==> config.mk <==
export PLATFORM = sky130hd
export DESIGN_NAME = mips_cpu_control_multicycle
export DESIGN_NICKNAME = d
export VERILOG_FILES = /design/src/rtl/mips_cpu_pkg.sv /design/src/rtl/mips_cpu_decode.sv /design/src/rtl/mips_cpu_control_multicycle.sv
export SDC_FILE = /design/constraint.sdc
export NUM_CORES = 1
export LEC_CHECK = 0
export CAP_MARGIN = 15
export CORE_AREA = 4 4 68 45
export DETAILED_ROUTE_END_ITERATION = 8
export DIE_AREA = 0 0 72 49
export GPL_TIMING_DRIVEN = 0
export PLACE_DENSITY_LB_ADDON = 0.12
export SYNTH_ARGS = -nofsm -noshare
export SYNTH_HDL_FRONTEND = slang
export SYNTH_HIERARCHICAL = 1
export SYNTH_SLANG_ARGS = --single-unit
==> constraint.sdc <==
create_clock -name clk -period 4.08 [get_ports clk]
set_input_delay 0.408 -clock clk [delete_from_list [all_inputs] [get_ports clk]]
set_output_delay 0.408 -clock clk [all_outputs]
set_load 0.01 [all_outputs]
==> src/rtl/mips_cpu_pkg.sv <==
// Shared encodings for the multi-cycle MIPS control path: opcodes, functs,
// ALU op codes, write-back selects, FSM states and decoded instruction classes.
package mips_cpu_pkg;

  localparam logic [5:0] OP_RTYPE  = 6'd0;
  localparam logic [5:0] OP_REGIMM = 6'd1;
  localparam logic [5:0] OP_J      = 6'd2;
  localparam logic [5:0] OP_JAL    = 6'd3;
  localparam logic [5:0] OP_BEQ    = 6'd4;
  localparam logic [5:0] OP_BNE    = 6'd5;
  localparam logic [5:0] OP_BLEZ   = 6'd6;
  localparam logic [5:0] OP_BGTZ   = 6'd7;
  localparam logic [5:0] OP_ADDIU  = 6'd9;
  localparam logic [5:0] OP_SLTI   = 6'd10;
  localparam logic [5:0] OP_SLTIU  = 6'd11;
  localparam logic [5:0] OP_ANDI   = 6'd12;
  localparam logic [5:0] OP_ORI    = 6'd13;
  localparam logic [5:0] OP_XORI   = 6'd14;
  localparam logic [5:0] OP_LUI    = 6'd15;
  localparam logic [5:0] OP_LB     = 6'd32;
  localparam logic [5:0] OP_LH     = 6'd33;
  localparam logic [5:0] OP_LWL    = 6'd34;
  localparam logic [5:0] OP_LW     = 6'd35;
  localparam logic [5:0] OP_LBU    = 6'd36;
  localparam logic [5:0] OP_LHU    = 6'd37;
  localparam logic [5:0] OP_LWR    = 6'd38;
  localparam logic [5:0] OP_SB     = 6'd40;
  localparam logic [5:0] OP_SH     = 6'd41;
  localparam logic [5:0] OP_SW     = 6'd43;

  localparam logic [5:0] FN_JR    = 6'd8;
  localparam logic [5:0] FN_JALR  = 6'd9;
  localparam logic [5:0] FN_MFHI  = 6'd16;
  localparam logic [5:0] FN_MFLO  = 6'd18;
  localparam logic [5:0] FN_MULT  = 6'd24;
  localparam logic [5:0] FN_MULTU = 6'd25;
  localparam logic [5:0] FN_DIV   = 6'd26;
  localparam logic [5:0] FN_DIVU  = 6'd27;

  typedef enum logic [3:0] {
    ALU_RTYPE = 4'd0,
    ALU_LTZ   = 4'd1,
    ALU_GEZ   = 4'd2,
    ALU_EQ    = 4'd3,
    ALU_NE    = 4'd4,
    ALU_LEZ   = 4'd5,
    ALU_GTZ   = 4'd6,
    ALU_ADD   = 4'd7,
    ALU_SLT   = 4'd8,
    ALU_SLTU  = 4'd9,
    ALU_AND   = 4'd10,
    ALU_OR    = 4'd11,
    ALU_XOR   = 4'd12,
    ALU_LUI   = 4'd13
  } aluop_t;

  localparam logic [1:0] REGDST_RT  = 2'b00;
  localparam logic [1:0] REGDST_RD  = 2'b01;
  localparam logic [1:0] REGDST_R31 = 2'b10;

  localparam logic [1:0] MTR_ALU = 2'b00;
  localparam logic [1:0] MTR_MEM = 2'b01;
  localparam logic [1:0] MTR_PC4 = 2'b10;

  typedef enum logic [2:0] {
    S_FETCH,
    S_DECODE,
    S_EXEC,
    S_MEM,
    S_WB,
    S_MULDIV_WAIT,
    S_HALT
  } state_t;

  typedef enum logic [3:0] {
    C_ALU,
    C_LOAD,
    C_STORE,
    C_BRANCH,
    C_BRANCH_LINK,
    C_J,
    C_JAL,
    C_JR,
    C_JALR,
    C_MULDIV,
    C_MFHILO,
    C_ILLEGAL
  } iclass_t;

endpackage

==> src/rtl/mips_cpu_decode.sv <==
// Combinational instruction classifier: IR fields to class, ALU op and
// datapath selects. Anything not listed decodes as C_ILLEGAL.
module mips_cpu_decode
  import mips_cpu_pkg::*;
(
  input  logic [5:0] opcode,
  input  logic [5:0] funct,
  input  logic [4:0] rt,
  output logic [3:0] cls,
  output logic [3:0] aluop,
  output logic       alusrc,
  output logic [1:0] regdst,
  output logic [1:0] memtoreg
);

  iclass_t c;
  aluop_t  op;
  logic    unused_rt;

  // Only rt[4] (link) and rt[0] (GEZ vs LTZ) matter for REGIMM.
  assign unused_rt = ^rt[3:1];

  always_comb begin
    c        = C_ILLEGAL;
    op       = ALU_RTYPE;
    alusrc   = 1'b0;
    regdst   = REGDST_RT;
    memtoreg = MTR_ALU;
    case (opcode)
      OP_RTYPE: begin
        regdst = REGDST_RD;
        case (funct)
          FN_JR:   c = C_JR;
          FN_JALR: begin
            c        = C_JALR;
            memtoreg = MTR_PC4;
          end
          FN_MFHI, FN_MFLO:                    c = C_MFHILO;
          FN_MULT, FN_MULTU, FN_DIV, FN_DIVU:  c = C_MULDIV;
          default:                             c = C_ALU;
        endcase
      end
      OP_REGIMM: begin
        op = rt[0] ? ALU_GEZ : ALU_LTZ;
        if (rt[4]) begin
          c        = C_BRANCH_LINK;
          regdst   = REGDST_R31;
          memtoreg = MTR_PC4;
        end else begin
          c = C_BRANCH;
        end
      end
      OP_J: begin
        c  = C_J;
        op = ALU_ADD;
      end
      OP_JAL: begin
        c        = C_JAL;
        op       = ALU_ADD;
        regdst   = REGDST_R31;
        memtoreg = MTR_PC4;
      end
      OP_BEQ:  begin c = C_BRANCH; op = ALU_EQ;  end
      OP_BNE:  begin c = C_BRANCH; op = ALU_NE;  end
      OP_BLEZ: begin c = C_BRANCH; op = ALU_LEZ; end
      OP_BGTZ: begin c = C_BRANCH; op = ALU_GTZ; end
      OP_ADDIU: begin c = C_ALU; alusrc = 1'b1; op = ALU_ADD;  end
      OP_SLTI:  begin c = C_ALU; alusrc = 1'b1; op = ALU_SLT;  end
      OP_SLTIU: begin c = C_ALU; alusrc = 1'b1; op = ALU_SLTU; end
      OP_ANDI:  begin c = C_ALU; alusrc = 1'b1; op = ALU_AND;  end
      OP_ORI:   begin c = C_ALU; alusrc = 1'b1; op = ALU_OR;   end
      OP_XORI:  begin c = C_ALU; alusrc = 1'b1; op = ALU_XOR;  end
      OP_LUI:   begin c = C_ALU; alusrc = 1'b1; op = ALU_LUI;  end
      OP_LB, OP_LH, OP_LWL, OP_LW, OP_LBU, OP_LHU, OP_LWR: begin
        c        = C_LOAD;
        op       = ALU_ADD;
        alusrc   = 1'b1;
        memtoreg = MTR_MEM;
      end
      OP_SB, OP_SH, OP_SW: begin
        c      = C_STORE;
        op     = ALU_ADD;
        alusrc = 1'b1;
      end
      default: ;
    endcase
  end

  assign cls   = c;
  assign aluop = op;

endmodule

==> src/rtl/mips_cpu_control_multicycle.sv <==
// Multi-cycle MIPS control FSM with bus wait handling and halt-on-PC-zero.
// Define MULDIV_STALL_EN to stall on the mult/div unit via muldiv_busy.
module mips_cpu_control_multicycle
  import mips_cpu_pkg::*;
#(
  parameter int ALUOP_W      = 4,
  parameter int MEM_WAIT_MAX = 0
) (
  input  logic               clk,
  input  logic               reset,
  input  logic [5:0]         opcode,
  input  logic [5:0]         funct,
  input  logic [4:0]         rt,
  input  logic               waitrequest,
  input  logic               muldiv_busy,
  input  logic               pc_zero,
  output logic               active,
  output logic               mem_read,
  output logic               mem_write,
  output logic               iord,
  output logic               ir_write,
  output logic               pc_write,
  output logic [1:0]         regdst,
  output logic [1:0]         memtoreg,
  output logic [ALUOP_W-1:0] aluop,
  output logic               alusrc,
  output logic               regwrite,
  output logic               branch,
  output logic               jump,
  output logic               muldiv_start,
  output logic               illegal_instr,
  output logic               bus_error
);

  localparam int CNT_W = (MEM_WAIT_MAX > 0) ? $clog2(MEM_WAIT_MAX + 1) : 1;

  state_t           state, next;
  logic [CNT_W-1:0] wait_cnt;
  logic [3:0]       cls_raw, dec_aluop;
  iclass_t          cls;
  logic             dec_alusrc;
  logic [1:0]       dec_regdst, dec_memtoreg;
  logic             bus_wait, timeout, muldiv_hold, stall_exec;

  mips_cpu_decode u_decode (
    .opcode   (opcode),
    .funct    (funct),
    .rt       (rt),
    .cls      (cls_raw),
    .aluop    (dec_aluop),
    .alusrc   (dec_alusrc),
    .regdst   (dec_regdst),
    .memtoreg (dec_memtoreg)
  );

  assign cls = iclass_t'(cls_raw);

`ifdef MULDIV_STALL_EN
  localparam state_t S_MULDIV_NEXT = S_MULDIV_WAIT;
  assign muldiv_hold = muldiv_busy;
`else
  localparam state_t S_MULDIV_NEXT = S_FETCH;
  logic unused_busy;
  assign unused_busy = muldiv_busy;
  assign muldiv_hold = 1'b0;
`endif

  assign stall_exec = muldiv_hold && (cls == C_MFHILO);

  // The wait counter only sees bus states; the timeout fires on the cycle
  // that would make the count reach MEM_WAIT_MAX.
  assign bus_wait = ((state == S_FETCH) || (state == S_MEM)) && waitrequest;
  assign timeout  = (MEM_WAIT_MAX > 0) && bus_wait &&
                    (wait_cnt == CNT_W'(MEM_WAIT_MAX - 1));

  assign active = reset || (state != S_HALT);

  always_ff @(posedge clk) begin
    if (reset) begin
      state     <= S_FETCH;
      wait_cnt  <= '0;
      bus_error <= 1'b0;
    end else begin
      state <= next;
      if (timeout)
        bus_error <= 1'b1;
      if (!bus_wait)
        wait_cnt <= '0;
      else if (wait_cnt != '1)
        wait_cnt <= wait_cnt + 1'b1;
    end
  end

  always_comb begin
    next          = state;
    mem_read      = 1'b0;
    mem_write     = 1'b0;
    iord          = 1'b0;
    ir_write      = 1'b0;
    pc_write      = 1'b0;
    regwrite      = 1'b0;
    branch        = 1'b0;
    jump          = 1'b0;
    muldiv_start  = 1'b0;
    illegal_instr = 1'b0;
    aluop         = '0;
    alusrc        = 1'b0;
    regdst        = REGDST_RT;
    memtoreg      = MTR_ALU;

    // Datapath selects track the latched IR for the life of the instruction.
    if ((state != S_FETCH) && (state != S_HALT)) begin
      aluop    = ALUOP_W'(dec_aluop);
      alusrc   = dec_alusrc;
      regdst   = dec_regdst;
      memtoreg = dec_memtoreg;
    end

    case (state)
      S_FETCH: begin
        mem_read = 1'b1;
        ir_write = !waitrequest;
        pc_write = !waitrequest;
        if (timeout)
          next = S_HALT;
        else if (!waitrequest)
          next = S_DECODE;
      end
      S_DECODE: begin
        illegal_instr = (cls == C_ILLEGAL);
        next          = (cls == C_ILLEGAL) ? S_FETCH : S_EXEC;
      end
      S_EXEC: begin
        branch       = (cls == C_BRANCH) || (cls == C_BRANCH_LINK);
        jump         = (cls == C_J) || (cls == C_JAL) || (cls == C_JR) || (cls == C_JALR);
        muldiv_start = (cls == C_MULDIV);
        if (!stall_exec) begin
          case (cls)
            C_ALU, C_MFHILO, C_JAL, C_JALR, C_BRANCH_LINK: next = S_WB;
            C_LOAD, C_STORE:                               next = S_MEM;
            C_MULDIV:                                      next = S_MULDIV_NEXT;
            default:                                       next = S_FETCH;
          endcase
        end
      end
      S_MEM: begin
        iord      = 1'b1;
        mem_read  = (cls == C_LOAD);
        mem_write = (cls == C_STORE);
        if (timeout)
          next = S_HALT;
        else if (!waitrequest)
          next = (cls == C_LOAD) ? S_WB : S_FETCH;
      end
      S_WB: begin
        regwrite = 1'b1;
        next     = S_FETCH;
      end
      S_MULDIV_WAIT: begin
        if (!muldiv_hold)
          next = S_FETCH;
      end
      S_HALT:  next = S_HALT;
      default: next = S_FETCH;
    endcase

    // Returning to PC 0 means the program has finished.
    if ((next == S_FETCH) && (state != S_FETCH) && pc_zero)
      next = S_HALT;

    if (reset) begin
      mem_read      = 1'b0;
      mem_write     = 1'b0;
      iord          = 1'b0;
      ir_write      = 1'b0;
      pc_write      = 1'b0;
      regwrite      = 1'b0;
      branch        = 1'b0;
      jump          = 1'b0;
      muldiv_start  = 1'b0;
      illegal_instr = 1'b0;
      aluop         = '0;
      alusrc        = 1'b0;
      regdst        = REGDST_RT;
      memtoreg      = MTR_ALU;
    end
  end

endmodule

**Word level (Yosys, flattened, before mapping)**

Memories as Yosys holds them, arrays and structs flattened.
Index checks and enable logic that the tools add are counted.

- Bits in registers: 3
- Memory bits (read-only): 48
- Bits of input ports: 22
- Output and inout port bits: 21
- Logic and storage cells: 115
- Memories: 1

Memories:

| memory | depth | bits a word | read ports | clocked after Yosys merged registers in | write ports | line | source |
|---|---|---|---|---|---|---|---|
| (no name shown) | 16 | 3 | 1 | 0 | 0 | mips_cpu_control_multicycle.sv:138 | `case (cls)` |

- Equal/unequal tests: 48
- Mux-type cells: 42
- Reduce and logical (&&, ||, !) cells: 22

Operator list:

| cell | count |
|---|---|
| 6-bit == test (second input constant) | 10 |
| 6-bit by 4-bit == test with 1-bit output (second input constant) | 9 |
| 4-bit case mux with 12 select lines | 1 |
| 6-bit by 5-bit == test with 1-bit output (second input constant) | 6 |
| 4-bit case mux with 8 select lines | 1 |
| 6-bit by 3-bit == test with 1-bit output (second input constant) | 4 |
| 1-bit two-way mux | 20 |
| 17-bit OR reduction | 1 |
| 4-bit by 3-bit == test with 1-bit output (second input constant) | 4 |
| 2-bit two-way mux | 8 |
| 4-bit case mux with 4 select lines | 1 |
| 3-bit two-way mux | 5 |
| 3-bit case mux with 5 select lines | 1 |
| 7-bit OR reduction | 2 |
| 13-bit OR reduction | 1 |
| 4-bit == test (second input constant) | 3 |
| 6-bit by 2-bit == test with 1-bit output (second input constant) | 2 |
| 4-bit by 2-bit == test with 1-bit output (second input constant) | 2 |
| 4-bit two-way mux | 2 |
| 2-bit case mux with 4 select lines | 1 |
| 4-bit OR reduction | 2 |
| 3-bit by 2-bit == test with 1-bit output (second input constant) | 2 |
| 3-bit == test (second input constant) | 2 |
| 6-bit by 1-bit == test with 1-bit output (second input constant) | 1 |
| other kinds (13) | 21 |

**Logic depth before layout (Yosys ltp)**

- Word-level depth: 12
- Mapped depth: 11
- Mapped depth without buffers: 10

**Cells and area by module**

The synthesis kept the hierarchy.

By module, submodules not included:

| module | instances | cells an instance | area an instance (sq um) | sequential area each (sq um) |
|---|---|---|---|---|
| mips_cpu_control_multicycle | 1 | 72 | 520.5 | 60.1 |
| mips_cpu_decode | 1 | 76 | 449.2 | 0.0 |

**Worst setup path before layout**

Ideal clock, no wire load.

- Path type: input-to-output
- From: input port opcode[3]
- To: output port jump
- Arrival time: 2.848 ns
- Data required time: 3.672 ns
- Slack: 0.824 ns
- Stages: 9
- Buffers on the path: 1
- Path through: or4_1 clkbuf_2 or4_1 or4_1 o311ai_1 inv_1 ha_1 o311ai_0 a21oi_1

- Cells in the longest elaborated chain, start to end: 9
- Elaborated cells between the ends (all ways): 39
- Those cells by class: eq/ne (28); mux (3); reduce/logical (8)

Ends and longest elaborated chain:

| item | line | source |
|---|---|---|
| start, declared | mips_cpu_control_multicycle.sv:11 | `input logic [5:0] opcode,` |
| 6-bit == test, or another cell as far along | mips_cpu_decode.sv:29 | `case (opcode)` |
| 7-bit OR reduction, or another cell as far along | mips_cpu_decode.sv:29 |  |
| 4-bit case mux with 8 select lines * | mips_cpu_decode.sv:29 |  |
| net cls[1] | mips_cpu_control_multicycle.sv:40 | `iclass_t cls;` |
| 4-bit by 3-bit == test with 1-bit output | mips_cpu_control_multicycle.sv:135 | `jump = (cls == C_J) \|\| (cls == C_JAL) \|\| (cls == C_JR) \|\| (cls == C_JALR);` |
| 1-bit logical OR (2 in series) | mips_cpu_control_multicycle.sv:135 |  |
| 1-bit logical OR * | mips_cpu_control_multicycle.sv:135 |  |
| 1-bit two-way mux * | mips_cpu_control_multicycle.sv:119 | `case (state)` |
| 1-bit two-way mux * | mips_cpu_control_multicycle.sv:171 | `if (reset) begin` |
| end, declared | mips_cpu_control_multicycle.sv:29 | `output logic jump,` |

The timed path passes the listed nets; every way through them passes the cells marked *.

**Final worst setup path**

- From: input port opcode[4]
- To: output port jump

The elaborated chain is that of the path after synthesis.

==> impl_results.md <==
* Cells along the critical path: clkdlybuf4s50_1 > or4_1 > buf_2 > or4_1 > or4_4 > o311ai_2 > inv_1 > ha_1 > o311ai_1 > a21oi_1 > dlygate4sd2_1
* Cell area after synthesis at 970 µm²
* Pwr per Cell Area at 216 nW/µm²
* Final Wtd Congestion at 0.942
* DP HPWL at 2390 µm
* Slew headroom at 0.331
* Main flop type after synthesis: dfxtp_1
* Area grow syn2layout at 49.7%
* Cts bufs inserted at 3
* Mean Syn Cell Area at 6.55 µm²
* Seq cells post-synth at 3
* Top cell type's share of synthesized area at 0.0619
* Root buffer cell: clkbuf_8
* Final wirelength at 3110 µm
* Syn Nets at 174
* VDD IR max at 0.000200 V
* N_diodes at 0
* Reg2Reg Depth at 4
* Largest net degree at the start of global routing at 11
* Detail Route Antenna Nets at 0
* FMAX at 254 MHz
* Async set-reset flop share out of synthesis at 0
* DR iter-0 viols at 111
* Reg-to-Reg Start: state[2]
* CTS tree: built
* CP Max Fanout at 7
* Residual DRC count at 0
* Die Y at 49 µm
* # rows at 14
* Unrepaired setup endpoints after global routing: no
* Setup Skew at 0.00499 ns
* Setup crit end: jump
* Post-layout util at 0.600
* Full die area at 3530 µm²
* Maxcap violations at 0
* Most numerous cell in the Yosys netlist: nor2_1
* Max-slew violations at 0
* Worst-skew pair later-pin latency at 0.22 ns
* Initial Util at 0.401
* Global-route usage over all layers at 0.173
* Post-synthesis cell count at 148
* WL/cell at 14.0 µm
* CP Class: input port to output pin
* Leakage at 0.560 nW
* Nets at 217
* Status: finished, final reports clean
* CTS max path bufs at 2
* Total power at 0.314 mW
* Largest area contributor in the netlist: dfxtp_1
* Final hold viol count at 0
* Most used cell, CP: or4_1
* Hold Buf Count CTS at 0
* Placed cells at 217
* Die extent in x at 72 µm
* CTS H-Tree Depth at 1
* IO Port Bufs at 37
* Synth area leaders: dfxtp_1 (6.2%), and2_1 (5.8%), ha_1 (5.2%), nor2_1 (5.0%), a21oi_1 (4.6%)
* Crit-path slowest cell: or4_4
* Initial antenna violation count at 0
* Setup TNS at 0 ns
* Unique masters post-synth at 50
* Vias/cell at 5.76
* CP required at 3.67 ns
* Final setup fails at 0
* Reg-to-Reg End: state[1]
* Clk slew on worst S/H paths at 0.03 ns
* Worst setup path startpoint: opcode[4]
* Wire length of the first global-routing pass at 5080 µm
* Final Cycle Share at 0.966
* Top post-synthesis cells by count: nor2_1 (13), a21oi_1 (9), and2_1 (9)
* Worst Hold Class: register to register
* Ports at 43
* Top flop regs: state (3)
* Filler cells at 242
* Measured slew at the worst slew-check pin at 0.991 ns
* Seq/Total Area, Yosys at 0.0619
* Final worst path period need at 3.94 ns
* Core ar. at 2420 µm²
* CP Launch Type: input port
* Arr. time, crit path at 3.53 ns
* Remaining Overflow, GRT at 0
* Worst Setup End Kind: output pin
* Most flop-heavy register: state
* 1st-pass router iterations at 4
* Vias in the first global route at 1084
* CTS Sinks at 3
* Total number of vias at 1278
* EDFF count, synth at 0
* Share of post-route cells with drive strength above 1 at 0.105
* Min-Delay Path Depth at 3
* Max FFs per register at 3
* Setup slack, reg-to-reg at 2.73 ns
* Post-route non-filler standard cell count at 222
* Ys Warns at 6
* CP peak stage delay at 0.52 ns
==> metal layers <==
| layer | global-route usage | up-vias | routed length (µm) |
|---|---|---|---|
| li1 | - | 635 | - |
| met1 | 0.272 | 581 | 1540 |
| met2 | 0.238 | 62 | 1290 |
| met3 | 0.0247 | 0 | 284 |
| met4 | 0.0438 | 0 | 0 |
| met5 | 0 | - | 0 |
==> per-stage QoR <==
step,hold WS [ns],area [µm²],worst slack [ns]
after floorplan,0.603,970,0.824
after global placement,0.639,1380,-0.324
after detailed placement,0.661,1380,-0.381
after CTS,0.672,1440,0.0109
after global routing,0.706,1450,0.00553
final,0.664,1450,0.139
==> cell type report <==
class / instances / area [µm²] / share of cell area
clock buffers: 4 / 45.0 / 0.0310
inverters: 8 / 30.0 / 0.0207
well taps: 32 / 40.0 / 0.0276
flip-flops and latches: 3 / 60.1 / 0.0414
repair buffers: 38 / 377 / 0.259
multi-input cells: 122 / 823 / 0.567
plain buffers: 15 / 76.3 / 0.0526
==> worst max-delay path, delay by kind of cell <==
kind            cells  cell delay, ns
compound gates      3            0.49
fa+ha+maj           1            0.24
buf+inv             4            1.03
simple gates        3            1.37
==> worst min path at each step <==
stage               slack, ns      from       end
floorplan                0.60  state[2]  state[0]
global placement         0.64  state[2]  state[0]
global route             0.71  state[2]  state[0]
detailed placement       0.66  state[2]  state[0]
finish                   0.66  state[2]  state[0]
CTS                      0.67  state[2]  state[0]
==> where the power goes <==
group / switching (mW) / internal (mW)
clock: 0.0195 / 0.0666
sequential: 0.00511 / 0.0355
combinational: 0.0970 / 0.0903
==> cells by family after synthesis <==
| group | after synthesis | synth area share |
|---|---|---|
| AOI/OAI and AO/OA | 39 | 0.292 |
| other | 1 | 0.00387 |
| muxes | 3 | 0.0323 |
| adders and majority gates | 4 | 0.0516 |
| xor gates and xnor gates | 2 | 0.0181 |
| and+or+nand+nor | 73 | 0.431 |
| buffers and inverters | 23 | 0.110 |
| DFF | 3 | 0.0619 |
==> cells in the final DEF (no fill, tap or decap), types with 2 or more instances in the layout <==
cell type        instances
clkdlybuf4s50_1         30
nor2_1                  13
a21oi_1                  9
and2_1                   9
clkbuf_1                 9
inv_1                    8
nor3_1                   8
nand2_1                  7
nor2b_1                  5
o21ai_0                  5
dlygate4sd2_1            5
buf_2                    4
nor3b_1                  4
nand3_1                  4
a31oi_1                  4
or4_1                    4
nor4_1                   3
ha_1                     3
buf_4                    3
clkbuf_8                 3
dfxtp_1                  3
xnor2_1                  2
nand2b_1                 2
mux2i_1                  2
nor4b_1                  2
and3_1                   2
nand4_1                  2
or3_1                    2
dlymetal6s2s_1           2
o221ai_1                 2
nand3b_1                 2
o31ai_1                  2
==> timing repair <==
item	CTS	global route
gates resized for setup	9	4
endpoints found under the setup margin	5	6
endpoints found under the hold margin	0	0
pin swaps	2	0
setup buffers	1	0
No activity file was read; power rests on OpenSTA's default activity.
